### src/rtl/pipe_hazard_ctrl_pkg.sv
// Shared pipeline definitions: multiply/divide state encoding, register-number width,
// and default EX-stage multiply/divide latencies.
package pipe_hazard_ctrl_pkg;

    localparam int unsigned REG_W           = 5;
    localparam int unsigned CNT_W           = 6;
    localparam int unsigned DEF_MULT_CYCLES = 5;
    localparam int unsigned DEF_DIV_CYCLES  = 32;

    typedef enum logic {
        StIdle   = 1'b0,
        StMdBusy = 1'b1
    } md_state_e;

    // An ID source operand conflicts with an EX destination; register 0 never does.
    function automatic logic src_conflict(input logic             use_src,
                                          input logic [REG_W-1:0] src,
                                          input logic [REG_W-1:0] dst);
        return use_src && (src == dst) && (dst != '0);
    endfunction

endpackage

### src/rtl/pipe_hazard_ctrl_md_latency_counter.sv
// Down-counter tracking the remaining cycles of a multiply/divide operation.
module md_latency_counter
    import pipe_hazard_ctrl_pkg::*;
(
    input  logic             clk,
    input  logic             rst,
    input  logic             load,
    input  logic [CNT_W-1:0] load_val,
    input  logic             dec,
    output logic             zero
);

    logic [CNT_W-1:0] cnt_q, cnt_d;

    always_comb begin
        cnt_d = cnt_q;
        if (load) begin
            cnt_d = load_val;
        end else if (dec && (cnt_q != '0)) begin
            cnt_d = cnt_q - 1'b1;
        end
    end

    always_ff @(posedge clk or posedge rst) begin
        if (rst) begin
            cnt_q <= '0;
        end else begin
            cnt_q <= cnt_d;
        end
    end

    assign zero = (cnt_q == '0);

endmodule

### src/rtl/pipe_hazard_ctrl.sv
// Pipeline hazard control: load-use and multiply/divide stalls, branch flush, and the
// multiply/divide occupancy tracker.
module pipe_hazard_ctrl
    import pipe_hazard_ctrl_pkg::*;
#(
    parameter int unsigned MULT_CYCLES = DEF_MULT_CYCLES,
    parameter int unsigned DIV_CYCLES  = DEF_DIV_CYCLES
) (
    input  logic             clk,
    input  logic             rst,
    input  logic [REG_W-1:0] id_rs,
    input  logic [REG_W-1:0] id_rt,
    input  logic             id_use_rs,
    input  logic             id_use_rt,
    input  logic             id_md_read,
    input  logic             id_branch_taken,
    input  logic [REG_W-1:0] ex_rd,
    input  logic             ex_mem_read,
    input  logic             ex_md_start,
    input  logic             ex_md_is_div,
    output logic             pc_wr,
    output logic             if_id_wr,
    output logic             if_id_flush,
    output logic             id_ex_flush,
    output logic             md_busy,
    output logic             md_done
);

    localparam logic [CNT_W-1:0] MULT_LOAD = CNT_W'(MULT_CYCLES - 1);
    localparam logic [CNT_W-1:0] DIV_LOAD  = CNT_W'(DIV_CYCLES - 1);

    md_state_e        state_q, state_d;
    logic             cnt_load, cnt_dec, cnt_zero;
    logic [CNT_W-1:0] cnt_load_val;
    logic             load_use, md_hazard, stall;

    assign cnt_load_val = ex_md_is_div ? DIV_LOAD : MULT_LOAD;

    md_latency_counter u_md_cnt (
        .clk      (clk),
        .rst      (rst),
        .load     (cnt_load),
        .load_val (cnt_load_val),
        .dec      (cnt_dec),
        .zero     (cnt_zero)
    );

    // A start request while busy is ignored: only the idle branch may load.
    always_comb begin
        state_d  = state_q;
        cnt_load = 1'b0;
        cnt_dec  = 1'b0;
        unique case (state_q)
            StIdle: begin
                if (ex_md_start) begin
                    state_d  = StMdBusy;
                    cnt_load = 1'b1;
                end
            end
            StMdBusy: begin
                if (cnt_zero) begin
                    state_d = StIdle;
                end else begin
                    cnt_dec = 1'b1;
                end
            end
            default: state_d = StIdle;
        endcase
    end

    always_ff @(posedge clk or posedge rst) begin
        if (rst) begin
            state_q <= StIdle;
        end else begin
            state_q <= state_d;
        end
    end

    assign load_use  = ex_mem_read && (src_conflict(id_use_rs, id_rs, ex_rd) ||
                                       src_conflict(id_use_rt, id_rt, ex_rd));
    assign md_hazard = (state_q == StMdBusy) && id_md_read;
    assign stall     = load_use || md_hazard;

    // Enables are forced low while reset is held so no pipeline register moves.
    always_comb begin
        pc_wr       = 1'b0;
        if_id_wr    = 1'b0;
        if_id_flush = 1'b0;
        id_ex_flush = 1'b0;
        if (!rst) begin
            pc_wr       = !stall;
            if_id_wr    = !stall;
            id_ex_flush = stall;
            if_id_flush = id_branch_taken && !stall;
        end
    end

    assign md_busy = (state_q == StMdBusy);
    assign md_done = md_busy && cnt_zero;

endmodule

### config.mk
export PLATFORM = sky130hd
export DESIGN_NAME = pipe_hazard_ctrl
export DESIGN_NICKNAME = d
export VERILOG_FILES = /design/src/rtl/pipe_hazard_ctrl_pkg.sv /design/src/rtl/pipe_hazard_ctrl_md_latency_counter.sv /design/src/rtl/pipe_hazard_ctrl.sv
export SDC_FILE = /design/constraint.sdc
export NUM_CORES = 1
export LEC_CHECK = 0
export BUFFER_PORTS_ARGS = -buffer_cell sky130_fd_sc_hd__buf_2
export CORE_UTILIZATION = 43
export CTS_CLUSTER_SIZE = 16
export DETAILED_ROUTE_END_ITERATION = 8
export HOLD_SLACK_MARGIN = 0.06
export MAX_ROUTING_LAYER = met4
export PLACE_DENSITY = 0.77
export SETUP_SLACK_MARGIN = 0.1
export SYNTH_ARGS = -nofsm -noshare
export SYNTH_HDL_FRONTEND = slang
export SYNTH_SLANG_ARGS = --single-unit
export TNS_END_PERCENT = 30
### constraint.sdc
create_clock -name clk -period 2.07 [get_ports clk]
set_input_delay 0.207 -clock clk [delete_from_list [all_inputs] [get_ports clk]]
set_output_delay 0.207 -clock clk [all_outputs]
set_load 0.03 [all_outputs]
# == Yosys cells after proc, flatten, opt, wreduce, memory -nomap -nowiden ==
# Index checks and enable logic that the tools add are counted.
# word_totals
reg_bits,7
input_bits,24
elab_cells,33
# op_classes
add_sub_neg,1
n_eq_ne,2
n_mux,11
n_bitwise,1
reduce_logical,16
# ops
op,count
$mux W6,2
$eq A5 B5 Y1,2
$logic_and A1 B1 Y1,9
$mux W1,7
$logic_not A6 Y1,1
$reduce_bool A6 Y1,1
$sub A6 B1 Y6 const B,1
$mux W5,1
$reduce_bool A5 Y1,1
$logic_or A1 B1 Y1,2
$pmux W1 S2,1
$reduce_bool A2 Y1,1
$logic_not A1 Y1,1
$not A1 Y1,1

# == Logic depth before layout (Yosys ltp) ==
# Gate-level depths: netlist (run 1).
# logic_depth
word_depth,9
mapped_depth,7
depth_no_buf,7

# == Modules after synthesis ==
# From an unflattened synthesis (run 1), not the netlist that was laid out.
# hier_totals
cells_unflattened,80
area_unflattened_um2,660.6
# modules_own_cells
mod,instances,cells_each,area_per_inst_um2,seq_area_each_um2
md_latency_counter,1,49,426.7,150.1
pipe_hazard_ctrl,1,31,234.0,25.0

# == Worst setup path before layout (run 1) ==
# No wires, ideal clock.
# synth_path
path_kind,input port to output port
from,input port ex_rd[1]
to,output port pc_wr
t_arrival_ns,2.098
t_required_ns,1.863
slack_ns,-0.235
cell_stages,4
n_path_buf,1
path_cell_list,or4_1 -> o21a_1 -> a221oi_1 -> buf_4
# synth_via
elab_chain_len,8
# synth_lines
element,line,source
"start, declared",pipe_hazard_ctrl.sv:17,"input logic [REG_W-1:0] ex_rd,"
$eq A5 B5 Y1,pipe_hazard_ctrl_pkg.sv:19,return use_src && (src == dst) && (dst != '0);
$logic_and A1 B1 Y1 (2 in series),pipe_hazard_ctrl_pkg.sv:19,
$logic_or A1 B1 Y1 *,pipe_hazard_ctrl.sv:79,"assign load_use = ex_mem_read && (src_conflict(id_use_rs, id_rs, ex_rd) ||"
$logic_and A1 B1 Y1 *,pipe_hazard_ctrl.sv:79,
$logic_or A1 B1 Y1 *,pipe_hazard_ctrl.sv:82,assign stall = load_use || md_hazard;
$logic_not A1 Y1 *,n/a,
$mux W1 *,n/a,
"end, declared",pipe_hazard_ctrl.sv:21,"output logic pc_wr,"
# Every way passes the cells marked *; elsewhere a longest branch is shown, timed or not.

# == Final worst setup path (run 1) ==
# layout_path
from,input port rst
to,output port id_ex_flush
# layout_via
elab_chain_len,1
# layout_lines
element,line,source
"start, declared",pipe_hazard_ctrl.sv:10,"input logic rst,"
$mux W1,pipe_hazard_ctrl.sv:90,if (!rst) begin
"end, declared",pipe_hazard_ctrl.sv:24,"output logic id_ex_flush,"
# Every way passes these cells.

==> flow_summary.html, run 1 <==
<table>
<tr><th>Metric</th><th>Value</th></tr>
<tr><th colspan="2">Outcome</th></tr>
<tr><td>Result of the run</td><td>finished, final reports clean</td></tr>
<tr><th colspan="2">Placement</th></tr>
<tr><td>RD Place Congestion</td><td>0.8019</td></tr>
<tr><td>Post-place setup slack</td><td>0.2739 ns</td></tr>
<tr><td>Total half-perimeter wirelength after legalization and detailed placement</td><td>1098 um</td></tr>
<tr><td>IO Port Bufs</td><td>29</td></tr>
<tr><th colspan="2">Clock tree</th></tr>
<tr><td>H-tree level count</td><td>1</td></tr>
<tr><td>Root Driver</td><td>clkbuf_4</td></tr>
<tr><td>CTS tree</td><td>built</td></tr>
<tr><td>CTS Buf Count</td><td>3</td></tr>
<tr><td>CTS clock-pin slew for the worst setup and hold paths</td><td>0.05 ns</td></tr>
<tr><td>Number of clock sinks</td><td>7</td></tr>
<tr><td>Worst-skew pair later-pin latency</td><td>0.26 ns</td></tr>
<tr><td>Buffer depth of the longest clock path</td><td>2</td></tr>
<tr><th colspan="2">Power and ir drop</th></tr>
<tr><td>Net switching component of the power</td><td>0.3474 mW</td></tr>
<tr><td>Comb power frac</td><td>54.0%</td></tr>
<tr><td>Total power per unit cell area</td><td>1066 nW/um^2</td></tr>
<tr><td>Flop pwr share</td><td>31.1%</td></tr>
<tr><td>Static leakage</td><td>0.4048 nW</td></tr>
<tr><td>Net switching share of the total power</td><td>40.90%</td></tr>
<tr><td>Internal cell power</td><td>0.5020 mW</td></tr>
<tr><td>VDD IR-drop max</td><td>0.0006950 V</td></tr>
<tr><td>Relative contribution of the clock network to total power</td><td>14.9%</td></tr>
<tr><th colspan="2">STA</th></tr>
<tr><td>Clock skew after layout</td><td>0.005852 ns</td></tr>
<tr><td>Tightest Pin Transition</td><td>0.3224 ns</td></tr>
<tr><td>Worst hold margin</td><td>0.3308 ns</td></tr>
<tr><td>Min setup slack post-route</td><td>0.1638 ns</td></tr>
<tr><td>Hold violation count in the final report</td><td>0</td></tr>
<tr><td>Period utilization</td><td>92.09%</td></tr>
<tr><td>Max-slew headroom at the worst pin</td><td>78.34%</td></tr>
<tr><td>Final setup violation count</td><td>0</td></tr>
<tr><td>Setup Total Neg Slack</td><td>0 ns</td></tr>
<tr><td>Achievable Freq</td><td>0.5246 GHz</td></tr>
<tr><td>Unrepaired setup endpoints after global routing</td><td>true</td></tr>
<tr><td>Minimum clock period</td><td>1.906 ns</td></tr>
<tr><td>Final slew viol count</td><td>0</td></tr>
<tr><th colspan="2">Route</th></tr>
<tr><td>Routed len/inst</td><td>12.16 um</td></tr>
<tr><td>Number of design rule violations left after detail routing</td><td>0</td></tr>
<tr><td>Vias post-DR</td><td>649</td></tr>
<tr><td>Number of detailed-route iterations in the first pass</td><td>4</td></tr>
<tr><td>Average via count per standard cell</td><td>5.454</td></tr>
<tr><td>Remaining number of nets flagged by the antenna check after routing</td><td>0</td></tr>
<tr><td>Detailed-route wire length</td><td>1447 um</td></tr>
<tr><td>Starting DRC count in detailed routing</td><td>15</td></tr>
<tr><th colspan="2">Global route</th></tr>
<tr><td>Number of antenna violations at the first check in global routing</td><td>0</td></tr>
<tr><td>Maximum number of pins on one net before global-route repair</td><td>15</td></tr>
<tr><td>Total gr overflow</td><td>0</td></tr>
<tr><td>Total global-route track usage</td><td>26.65%</td></tr>
<tr><td>Vias in the first global route</td><td>619</td></tr>
<tr><td>Global-route wire length before repair</td><td>2525 um</td></tr>
<tr><th colspan="2">Setup path</th></tr>
<tr><td>Largest driver fanout on the critical path</td><td>10</td></tr>
<tr><td>Setup Crit Path Kind</td><td>input pin to primary output</td></tr>
<tr><td>Endpoint arrival time on the critical path</td><td>1.70 ns</td></tr>
<tr><td>Endpoint type of the worst setup path</td><td>primary output</td></tr>
<tr><td>Worst endpoint required time</td><td>1.86 ns</td></tr>
<tr><td>Worst Setup Start Kind</td><td>input pin</td></tr>
<tr><th colspan="2">Min path</th></tr>
<tr><td>Class of the most critical hold timing path</td><td>input pin to register</td></tr>
<tr><th colspan="2">Finish</th></tr>
<tr><td>Area growth, synth to finish</td><td>38.18%</td></tr>
<tr><td>Fill cell instance count of the final layout</td><td>109</td></tr>
<tr><td>Total Nets Final</td><td>131</td></tr>
<tr><td>Area taken by flip-flops and latches</td><td>175.2 um^2</td></tr>
<tr><td>Top library cells by usage in the layout, fill and taps aside</td><td>29 x buf_2, 11 x xnor2_1, 7 x nor2_1, 7 x inv_1, 7 x dfrtp_1</td></tr>
<tr><td>Commonest non-fill, non-tap cell in the layout</td><td>buf_2</td></tr>
<tr><td>Utilization after layout</td><td>68.06%</td></tr>
<tr><td>Area occupied by multi-input gates</td><td>366.6 um^2</td></tr>
<tr><td>Share of layout cells above drive strength 1</td><td>37.14%</td></tr>
<tr><td>Ant diodes</td><td>0</td></tr>
<tr><th colspan="2">Synth</th></tr>
<tr><td>Register bit count reported by yosys</td><td>7</td></tr>
<tr><td>Synthesized area per cell</td><td>8.240 um^2</td></tr>
<tr><td>Cell type contributing the most total cell area after synthesis</td><td>dfrtp_1</td></tr>
<tr><td>Proportion of netlist area held by the largest area contributor</td><td>30.37%</td></tr>
<tr><td>Post-Synthesis Net Count</td><td>95</td></tr>
<tr><td>Count of different cell masters after synthesis</td><td>27</td></tr>
<tr><td>Sequential element share of the synthesized area</td><td>30.37%</td></tr>
<tr><td>Yosys synthesis warning count</td><td>0</td></tr>
<tr><td>Leading cell types by total area after synthesis</td><td>dfrtp_1 30%, xnor2_1 17%, inv_1 5.2%, nor2_1 4.6%, nand2_1 3.3%</td></tr>
<tr><td>Gate count of the mapped netlist</td><td>70</td></tr>
<tr><td>Netlist Area Pre-Place</td><td>576.8 um^2</td></tr>
<tr><th colspan="2">Die</th></tr>
<tr><td>Floorplan core area</td><td>1171 um^2</td></tr>
<tr><td>Starting utilization of the core area</td><td>49.25%</td></tr>
<tr><td>Area of the die</td><td>1492 um^2</td></tr>
<tr><td># rows</td><td>12</td></tr>
<tr><td>Chip height</td><td>38.63 um</td></tr>
<tr><td>Overall die width</td><td>38.63 um</td></tr>
<tr><td>Num ports</td><td>30</td></tr>
<tr><th colspan="2">Run</th></tr>
<tr><td>Max Cap Viol</td><td>0</td></tr>
</table>
[stage by stage]
stage	power, mW	instance area [um^2]	instances
after floorplan	0.5982	583.1	70
after global placement	0.6985	742.0	112
after detailed placement	0.7088	742.0	112
after CTS	0.8419	778.2	117
after global routing	0.9311	797.0	119
final	0.8494	797.0	119
[cell usage after synthesis]
| cell type | number |
|---|---|
| a211oi_1 | 1 |
| a21o_1 | 1 |
| a21oi_1 | 3 |
| a221oi_1 | 2 |
| a22o_1 | 1 |
| a31o_2 | 2 |
| a41o_1 | 1 |
| and3_1 | 2 |
| buf_4 | 1 |
| clkbuf_1 | 1 |
| dfrtp_1 | 7 |
| ha_1 | 1 |
| inv_1 | 8 |
| mux2i_1 | 1 |
| nand2_1 | 5 |
| nand2b_1 | 1 |
| nand3b_1 | 2 |
| nand4_1 | 2 |
| nor2_1 | 7 |
| nor3_1 | 1 |
| o21a_1 | 2 |
| o21ai_0 | 2 |
| o22ai_1 | 2 |
| o31ai_1 | 1 |
| o41ai_1 | 1 |
| or4_1 | 1 |
| xnor2_1 | 11 |
[state kept, by name (all words and copies together), names as in the netlist]
register / cells
md_busy: 1
u_md_cnt.cnt_q: 6
[critical path: stages]
cell,delay (ns)
dlygate4sd3_1,0.53
buf_2,0.14
clkinvlp_4,0.21
and3_1,0.25
a31o_2,0.20
buf_2,0.17
[final cells by class]
| type | count | share of cell area [%] |
|---|---|---|
| multi-input cells | 53 | 46.00 |
| repair buffers | 33 | 22.29 |
| flip-flops and latches | 7 | 21.98 |
| inverters | 8 | 4.239 |
| clock buffers | 4 | 3.297 |
| well taps | 14 | 2.198 |
[logic make-up after synthesis]
group	synth area share [%]
adder cells (fa/ha/maj)	2.169
flip-flops	30.37
AO/OA/AOI/OAI	23.86
multiplexers	1.735
buffers and inverters	7.158
AND/OR/NAND/NOR	18.00
XOR/XNOR	16.70
[final timing paths]
| kind | start | endpoint | slack, ns | cells past startpoint |
|---|---|---|---|---|
| max | rst | id_ex_flush | 0.16 | 6 |
| min reg2reg | u_md_cnt.cnt_q[4] | u_md_cnt.cnt_q[4] | 0.48 | 1 |
| max reg2reg | u_md_cnt.cnt_q[0] | u_md_cnt.cnt_q[1] | 0.30 | 7 |
| min | ex_md_is_div | u_md_cnt.cnt_q[0] | 0.33 | 3 |
| max in group asynchronous | rst | u_md_cnt.cnt_q[5] | 1.46 | 3 |
| min in group asynchronous | rst | u_md_cnt.cnt_q[0] | 0.44 | 3 |
[power by group through the flow]
stage	Clock, mW	Sequential, mW	Combinational [mW]
CTS	0.131	0.263	0.447
global route	0.138	0.273	0.520
global placement	0	0.265	0.434
floorplan	0	0.269	0.329
detailed placement	0	0.266	0.443
finish	0.127	0.264	0.459
[per-layer routing]
layer	track usage (%)	vias to the layer above	wire length, um
met5	-	-	0
met1	30.29	300	632
met2	40.00	20	671
met4	15.52	0	59
li1	-	321	-
met3	9.827	8	83
[what timing repair did]
item                                   CTS  global route
setup buffers                            0             2
resized for setup                        0             1
hold buffers                             1             0
setup endpoints to repair                0             2
endpoints found under the hold margin    7             0
(Power assumes the default switching activity.)
==> inputs of run 2 (changes only) <==
- CORE_AREA: not set -> 2 2 39 41
- CORE_UTILIZATION: 43 -> not set
- DIE_AREA: not set -> 0 0 41 43
- clock period: 2.07 -> 2.5 ns (I/O delays scaled with it)
==> flow_summary.html, run 2 (synthesized netlist as in run 1, its figures left out) <==
<table>
<tr><th>Metric</th><th>Value</th></tr>
<tr><th colspan="2">Setup path</th></tr>
<tr><td>Critical path's most frequent cell</td><td>buf_2</td></tr>
<tr><td>Worst endpoint required time</td><td>2.25 ns</td></tr>
<tr><td>Largest driver fanout on the critical path</td><td>10</td></tr>
<tr><td>Endpoint arrival time on the critical path</td><td>1.73 ns</td></tr>
<tr><td>Slowest cell on crit path</td><td>dlygate4sd3_1</td></tr>
<tr><td>List of cells traversed by the critical path</td><td>dlygate4sd3_1 &gt; buf_2 &gt; inv_1 &gt; nand2_1 &gt; a221oi_1 &gt; buf_2</td></tr>
<tr><td>Setup Crit Path Kind</td><td>input pin to primary output</td></tr>
<tr><td>Endpoint type of the worst setup path</td><td>primary output</td></tr>
<tr><td>Worst Setup Start Kind</td><td>input pin</td></tr>
<tr><td>Delay of the slowest critical-path stage</td><td>0.54 ns</td></tr>
<tr><th colspan="2">Power and ir drop</th></tr>
<tr><td>Static leakage</td><td>0.3962 nW</td></tr>
<tr><td>Internal cell power</td><td>0.4004 mW</td></tr>
<tr><td>Comb power frac</td><td>50.1%</td></tr>
<tr><td>Total Power Consumption</td><td>0.6810 mW</td></tr>
<tr><td>Flop pwr share</td><td>34.7%</td></tr>
<tr><td>Net switching component of the power</td><td>0.2806 mW</td></tr>
<tr><td>Total power per unit cell area</td><td>887.9 nW/um^2</td></tr>
<tr><td>VDD IR-drop max</td><td>0.0005394 V</td></tr>
<tr><td>Net switching share of the total power</td><td>41.21%</td></tr>
<tr><td>Relative contribution of the clock network to total power</td><td>15.3%</td></tr>
<tr><th colspan="2">Outcome</th></tr>
<tr><td>Result of the run</td><td>finished, final reports clean</td></tr>
<tr><th colspan="2">STA</th></tr>
<tr><td>Hold violation count in the final report</td><td>0</td></tr>
<tr><td>Period utilization</td><td>79.30%</td></tr>
<tr><td>Final setup violation count</td><td>0</td></tr>
<tr><td>Clock skew after layout</td><td>0.001095 ns</td></tr>
<tr><td>Minimum clock period</td><td>1.982 ns</td></tr>
<tr><td>Setup Total Neg Slack</td><td>0 ns</td></tr>
<tr><td>Final slew viol count</td><td>0</td></tr>
<tr><td>Tightest Pin Transition</td><td>0.4148 ns</td></tr>
<tr><td>Unrepaired setup endpoints after global routing</td><td>false</td></tr>
<tr><td>Max-slew headroom at the worst pin</td><td>72.35%</td></tr>
<tr><td>Achievable Freq</td><td>0.5044 GHz</td></tr>
<tr><th colspan="2">Placement</th></tr>
<tr><td>Total half-perimeter wirelength after legalization and detailed placement</td><td>1141 um</td></tr>
<tr><td>Placed instance count</td><td>113</td></tr>
<tr><td>IO Port Bufs</td><td>29</td></tr>
<tr><td>RD Place Congestion</td><td>0.7569</td></tr>
<tr><td>Placed instance area</td><td>730.7 um^2</td></tr>
<tr><th colspan="2">Die</th></tr>
<tr><td>Starting utilization of the core area</td><td>41.68%</td></tr>
<tr><td>Chip height</td><td>43 um</td></tr>
<tr><td>Overall die width</td><td>41 um</td></tr>
<tr><td>Num ports</td><td>30</td></tr>
<tr><td># rows</td><td>14</td></tr>
<tr><td>Area of the die</td><td>1763 um^2</td></tr>
<tr><td>Floorplan core area</td><td>1384 um^2</td></tr>
<tr><th colspan="2">Clock tree</th></tr>
<tr><td>Worst-skew pair later-pin latency</td><td>0.25 ns</td></tr>
<tr><td>Post-CTS setup buffer count</td><td>0</td></tr>
<tr><td>CTS clock-pin slew for the worst setup and hold paths</td><td>0.05 ns</td></tr>
<tr><td>CTS tree</td><td>built</td></tr>
<tr><td>Root Driver</td><td>clkbuf_4</td></tr>
<tr><td>H-tree level count</td><td>1</td></tr>
<tr><td>Number of clock sinks</td><td>7</td></tr>
<tr><td>CTS Buf Count</td><td>3</td></tr>
<tr><td>Buffer depth of the longest clock path</td><td>2</td></tr>
<tr><th colspan="2">Route</th></tr>
<tr><td>Number of detailed-route iterations in the first pass</td><td>4</td></tr>
<tr><td>Routed len/inst</td><td>12.15 um</td></tr>
<tr><td>Vias post-DR</td><td>639</td></tr>
<tr><td>Number of design rule violations left after detail routing</td><td>0</td></tr>
<tr><td>Detailed-route wire length</td><td>1434 um</td></tr>
<tr><td>Starting DRC count in detailed routing</td><td>9</td></tr>
<tr><td>Remaining number of nets flagged by the antenna check after routing</td><td>0</td></tr>
<tr><td>Average via count per standard cell</td><td>5.415</td></tr>
<tr><th colspan="2">Finish</th></tr>
<tr><td>Top library cells by usage in the layout, fill and taps aside</td><td>29 x buf_2, 11 x xnor2_1, 8 x inv_1</td></tr>
<tr><td>Final std cells w/o fill</td><td>118</td></tr>
<tr><td>Area growth, synth to finish</td><td>32.97%</td></tr>
<tr><td>Commonest non-fill, non-tap cell in the layout</td><td>buf_2</td></tr>
<tr><td>Ant diodes</td><td>0</td></tr>
<tr><td>Utilization after layout</td><td>55.43%</td></tr>
<tr><td>Total Nets Final</td><td>128</td></tr>
<tr><td>Share of layout cells above drive strength 1</td><td>33.33%</td></tr>
<tr><td>Final cell area excluding filler cells</td><td>767.0 um^2</td></tr>
<tr><td>Max FFs per register</td><td>6</td></tr>
<tr><td>Most flops, register</td><td>u_md_cnt.cnt_q</td></tr>
<tr><th colspan="2">Global route</th></tr>
<tr><td>Total global-route track usage</td><td>19.58%</td></tr>
<tr><td>Maximum number of pins on one net before global-route repair</td><td>16</td></tr>
<tr><td>Total gr overflow</td><td>0</td></tr>
<tr><td>Number of antenna violations at the first check in global routing</td><td>0</td></tr>
<tr><td>Global-route wire length before repair</td><td>2228 um</td></tr>
<tr><td>Vias in the first global route</td><td>592</td></tr>
<tr><th colspan="2">Run</th></tr>
<tr><td>Max Cap Viol</td><td>0</td></tr>
<tr><th colspan="2">Min path</th></tr>
<tr><td>Class of the most critical hold timing path</td><td>input pin to register</td></tr>
</table>
-- run 2: final timing paths --
check	depth (start not counted)	from	slack (ns)	end
max in group asynchronous	3	rst	1.73	md_busy
worst max register to register	6	u_md_cnt.cnt_q[0]	0.81	u_md_cnt.cnt_q[1]
worst min-delay path	3	ex_md_is_div	0.36	u_md_cnt.cnt_q[0]
min in group asynchronous	3	rst	0.52	u_md_cnt.cnt_q[2]
worst min register to register	1	u_md_cnt.cnt_q[4]	0.48	u_md_cnt.cnt_q[4]
worst max-delay path	6	rst	0.52	if_id_flush
-- run 2: power by group through the flow --
stage	sequential, mW	clock (mW)	combinational [mW]
5_1_grt	0.246	0.114	0.391
6_report	0.236	0.104	0.341
4_1_cts	0.235	0.108	0.345
3_3_place_gp	0.235	0	0.330
3_5_place_dp	0.236	0	0.342
2_1_floorplan	0.223	0	0.270
-- run 2: repair_timing --
action                                 CTS  global route
endpoints found under the hold margin    7             0
gates resized for setup                  0             0
hold buffers                             1             0
-- run 2: metal layers --
metal  wire [um]  global-route usage (%)  vias to the layer above
li1            -                       -                      314
met1         561                   18.39                      291
met2         653                   32.19                       30
met3         173                   4.712                        4
met4          45                   14.00                        0
met5           0                       -                        -
-- run 2: area by class of cell --
class,instances,area (um^2)
fill,137,616.8
clock buffer,4,26.28
multi-input combinational,53,360.3
inverter,8,30.03
sequential,7,175.2
timing repair buffer,30,155.1
tap,16,20.02
-- run 2: worst max-delay path: cells and delay by family --
family                 cells  cell delay, ns
AOI/OAI and AO/OA          1            0.22
buffers and inverters      4            1.17
and+or+nand+nor            1            0.09
-- run 2: through the flow --
step | hold slack (ns) | worst slack, ns
after floorplan | 0.07519 | 0.1088
after global placement | 0.2376 | 0.5914
after detailed placement | 0.2385 | 0.5749
after CTS | 0.3640 | 0.5176
after global routing | 0.3872 | 0.3537
final | 0.3641 | 0.5175
==> inputs of run 3 (changes only) <==
- CORE_AREA: 2 2 39 41 -> not set
- CORE_UTILIZATION: not set -> 39
- DIE_AREA: 0 0 41 43 -> not set
- PLACE_DENSITY: 0.77 -> 0.73
- clock period: 2.5 -> 1.7 ns (I/O delays scaled with it)
==> flow_summary.html, run 3 (synthesized netlist as in run 1, its figures left out) <==
<table>
<tr><th>Metric</th><th>Value</th></tr>
<tr><th colspan="2">Outcome</th></tr>
<tr><td>Result of the run</td><td>finished, final reports clean</td></tr>
<tr><th colspan="2">Route</th></tr>
<tr><td>Average via count per standard cell</td><td>5.328</td></tr>
<tr><td>Detailed-route wire length</td><td>1534 um</td></tr>
<tr><td>Routed len/inst</td><td>11.98 um</td></tr>
<tr><td>Starting DRC count in detailed routing</td><td>18</td></tr>
<tr><td>Vias post-DR</td><td>682</td></tr>
<tr><td>Number of detailed-route iterations in the first pass</td><td>4</td></tr>
<tr><td>Number of design rule violations left after detail routing</td><td>0</td></tr>
<tr><td>Remaining number of nets flagged by the antenna check after routing</td><td>0</td></tr>
<tr><th colspan="2">Run</th></tr>
<tr><td>Max Cap Viol</td><td>0</td></tr>
<tr><th colspan="2">Setup path</th></tr>
<tr><td>Endpoint type of the worst setup path</td><td>primary output</td></tr>
<tr><td>Worst R2R Start</td><td>u_md_cnt.cnt_q[1]</td></tr>
<tr><td>Endpoint arrival time on the critical path</td><td>1.46 ns</td></tr>
<tr><td>Logic depth of the worst register-to-register path</td><td>7</td></tr>
<tr><td>Worst Setup Start Kind</td><td>input pin</td></tr>
<tr><td>Largest driver fanout on the critical path</td><td>3</td></tr>
<tr><td>Critical Path Source</td><td>ex_rd[2]</td></tr>
<tr><td>Worst flop-to-flop path endpoint</td><td>u_md_cnt.cnt_q[1]</td></tr>
<tr><td>Setup Crit Path Kind</td><td>input pin to primary output</td></tr>
<tr><td>Flop2flop setup slack</td><td>0.12 ns</td></tr>
<tr><td>Worst endpoint required time</td><td>1.53 ns</td></tr>
<tr><th colspan="2">Global route</th></tr>
<tr><td>Global-route wire length before repair</td><td>2394 um</td></tr>
<tr><td>Vias in the first global route</td><td>600</td></tr>
<tr><td>Total global-route track usage</td><td>22.92%</td></tr>
<tr><td>Number of antenna violations at the first check in global routing</td><td>0</td></tr>
<tr><td>Maximum number of pins on one net before global-route repair</td><td>15</td></tr>
<tr><td>Total gr overflow</td><td>0</td></tr>
<tr><th colspan="2">Power and ir drop</th></tr>
<tr><td>Total power per unit cell area</td><td>1270 nW/um^2</td></tr>
<tr><td>Static leakage</td><td>0.4615 nW</td></tr>
<tr><td>VDD IR-drop max</td><td>0.0007304 V</td></tr>
<tr><th colspan="2">Clock tree</th></tr>
<tr><td>CTS clock-pin slew for the worst setup and hold paths</td><td>0.06 ns</td></tr>
<tr><td>Worst-skew pair later-pin latency</td><td>0.26 ns</td></tr>
<tr><td>H-tree level count</td><td>1</td></tr>
<tr><td>Root Driver</td><td>clkbuf_4</td></tr>
<tr><td>Buffer depth of the longest clock path</td><td>2</td></tr>
<tr><td>Number of clock sinks</td><td>7</td></tr>
<tr><td>CTS tree</td><td>built</td></tr>
<tr><td>CTS Buf Count</td><td>3</td></tr>
<tr><th colspan="2">Die</th></tr>
<tr><td>Num ports</td><td>30</td></tr>
<tr><td>Floorplan core area</td><td>1334 um^2</td></tr>
<tr><td>Chip height</td><td>40.46 um</td></tr>
<tr><td>Starting utilization of the core area</td><td>43.25%</td></tr>
<tr><td># rows</td><td>13</td></tr>
<tr><td>Area of the die</td><td>1637 um^2</td></tr>
<tr><td>Overall die width</td><td>40.46 um</td></tr>
<tr><th colspan="2">Placement</th></tr>
<tr><td>Post-place setup slack</td><td>0.02400 ns</td></tr>
<tr><td>Placed instance area</td><td>790.8 um^2</td></tr>
<tr><td>IO Port Bufs</td><td>29</td></tr>
<tr><td>RD Place Congestion</td><td>0.8169</td></tr>
<tr><td>Total half-perimeter wirelength after legalization and detailed placement</td><td>1122 um</td></tr>
<tr><th colspan="2">STA</th></tr>
<tr><td>Unrepaired setup endpoints after global routing</td><td>true</td></tr>
<tr><td>Achievable Freq</td><td>0.6123 GHz</td></tr>
<tr><td>Hold violation count in the final report</td><td>0</td></tr>
<tr><td>Max-slew headroom at the worst pin</td><td>77.33%</td></tr>
<tr><td>Minimum clock period</td><td>1.633 ns</td></tr>
<tr><td>Min setup slack post-route</td><td>0.06672 ns</td></tr>
<tr><td>Tightest Pin Transition</td><td>0.3389 ns</td></tr>
<tr><td>Final slew viol count</td><td>0</td></tr>
<tr><td>Worst hold margin</td><td>0.2670 ns</td></tr>
<tr><td>Clock skew after layout</td><td>0.001868 ns</td></tr>
<tr><td>Final setup violation count</td><td>0</td></tr>
<tr><td>Period utilization</td><td>96.08%</td></tr>
<tr><th colspan="2">Finish</th></tr>
<tr><td>Most flops, register</td><td>u_md_cnt.cnt_q</td></tr>
<tr><td>Commonest non-fill, non-tap cell in the layout</td><td>buf_2</td></tr>
<tr><td>Ant diodes</td><td>0</td></tr>
<tr><td>Fill cell instance count of the final layout</td><td>118</td></tr>
<tr><td>Top library cells by usage in the layout, fill and taps aside</td><td>22 x buf_2, 12 x buf_4, 11 x xnor2_1</td></tr>
<tr><td>Area growth, synth to finish</td><td>61.17%</td></tr>
<tr><td>Share of layout cells above drive strength 1</td><td>45.13%</td></tr>
<tr><td>Max FFs per register</td><td>6</td></tr>
<tr><td>Utilization after layout</td><td>69.70%</td></tr>
<tr><td>Total Nets Final</td><td>139</td></tr>
<tr><td>Final cell area excluding filler cells</td><td>929.6 um^2</td></tr>
<tr><th colspan="2">Min path</th></tr>
<tr><td>Class of the most critical hold timing path</td><td>input pin to register</td></tr>
<tr><td>Worst Hold Path Cells</td><td>3</td></tr>
<tr><td>Origin of the worst min-delay path</td><td>ex_md_is_div</td></tr>
<tr><td>Endpoint of the worst hold path</td><td>u_md_cnt.cnt_q[0]</td></tr>
</table>
## run 3: power by group
group | internal (mW) | switching [mW] | total [mW]
logic | 0.373 | 0.339 | 0.711
registers | 0.251 | 0.0597 | 0.311
clock network | 0.0900 | 0.0682 | 0.158
## run 3: metal layers
layer  part of all wire (%)  vias up  track usage [%]
met4                   0.85        0            5.000
met3                    6.7        2            6.667
met5                      0        -                -
met2                     51       27            38.49
li1                       -      337                -
met1                     41      316            26.73
## run 3: timing repair
action,CTS,global route
setup endpoints to repair,6,6
pin swaps,0,4
hold endpoints to repair,7,0
gates resized for setup,9,8
hold buffers,1,0
setup buffers,4,2
## run 3: final cells by class
class	count	area, um^2	share of cell area (%)
repair buffers	41	277.8	29.88
flip-flops and latches	7	175.2	18.84
inverters	8	30.03	3.230
clock buffers	4	26.28	2.826
well taps	15	18.77	2.019
multi-input cells	53	401.6	43.20
## run 3: per-stage QoR
stage	setup TNS [ns]	std cells	power [mW]
final	0	128	1.180
after global routing	-0.03303	128	1.276
after CTS	0	126	1.123
after detailed placement	0	117	0.8972
after global placement	0	117	0.8777
after floorplan	-0.01730	70	0.7409
## run 3: critical path: stages
cell and delay (ns):
buf_6 0.09, or4_1 0.51, o21a_2 0.25, a221oi_4 0.27, buf_6 0.17
## run 3: how the worst max path moves through the flow
stage	endpoint	slack (ns)	cells after the start
floorplan	pc_wr	-0.02	4
global placement	if_id_flush	0.05	5
detailed placement	if_id_wr	0.02	5
CTS	if_id_wr	0.05	5
global route	md_done	-0.03	6
finish	pc_wr	0.07	5
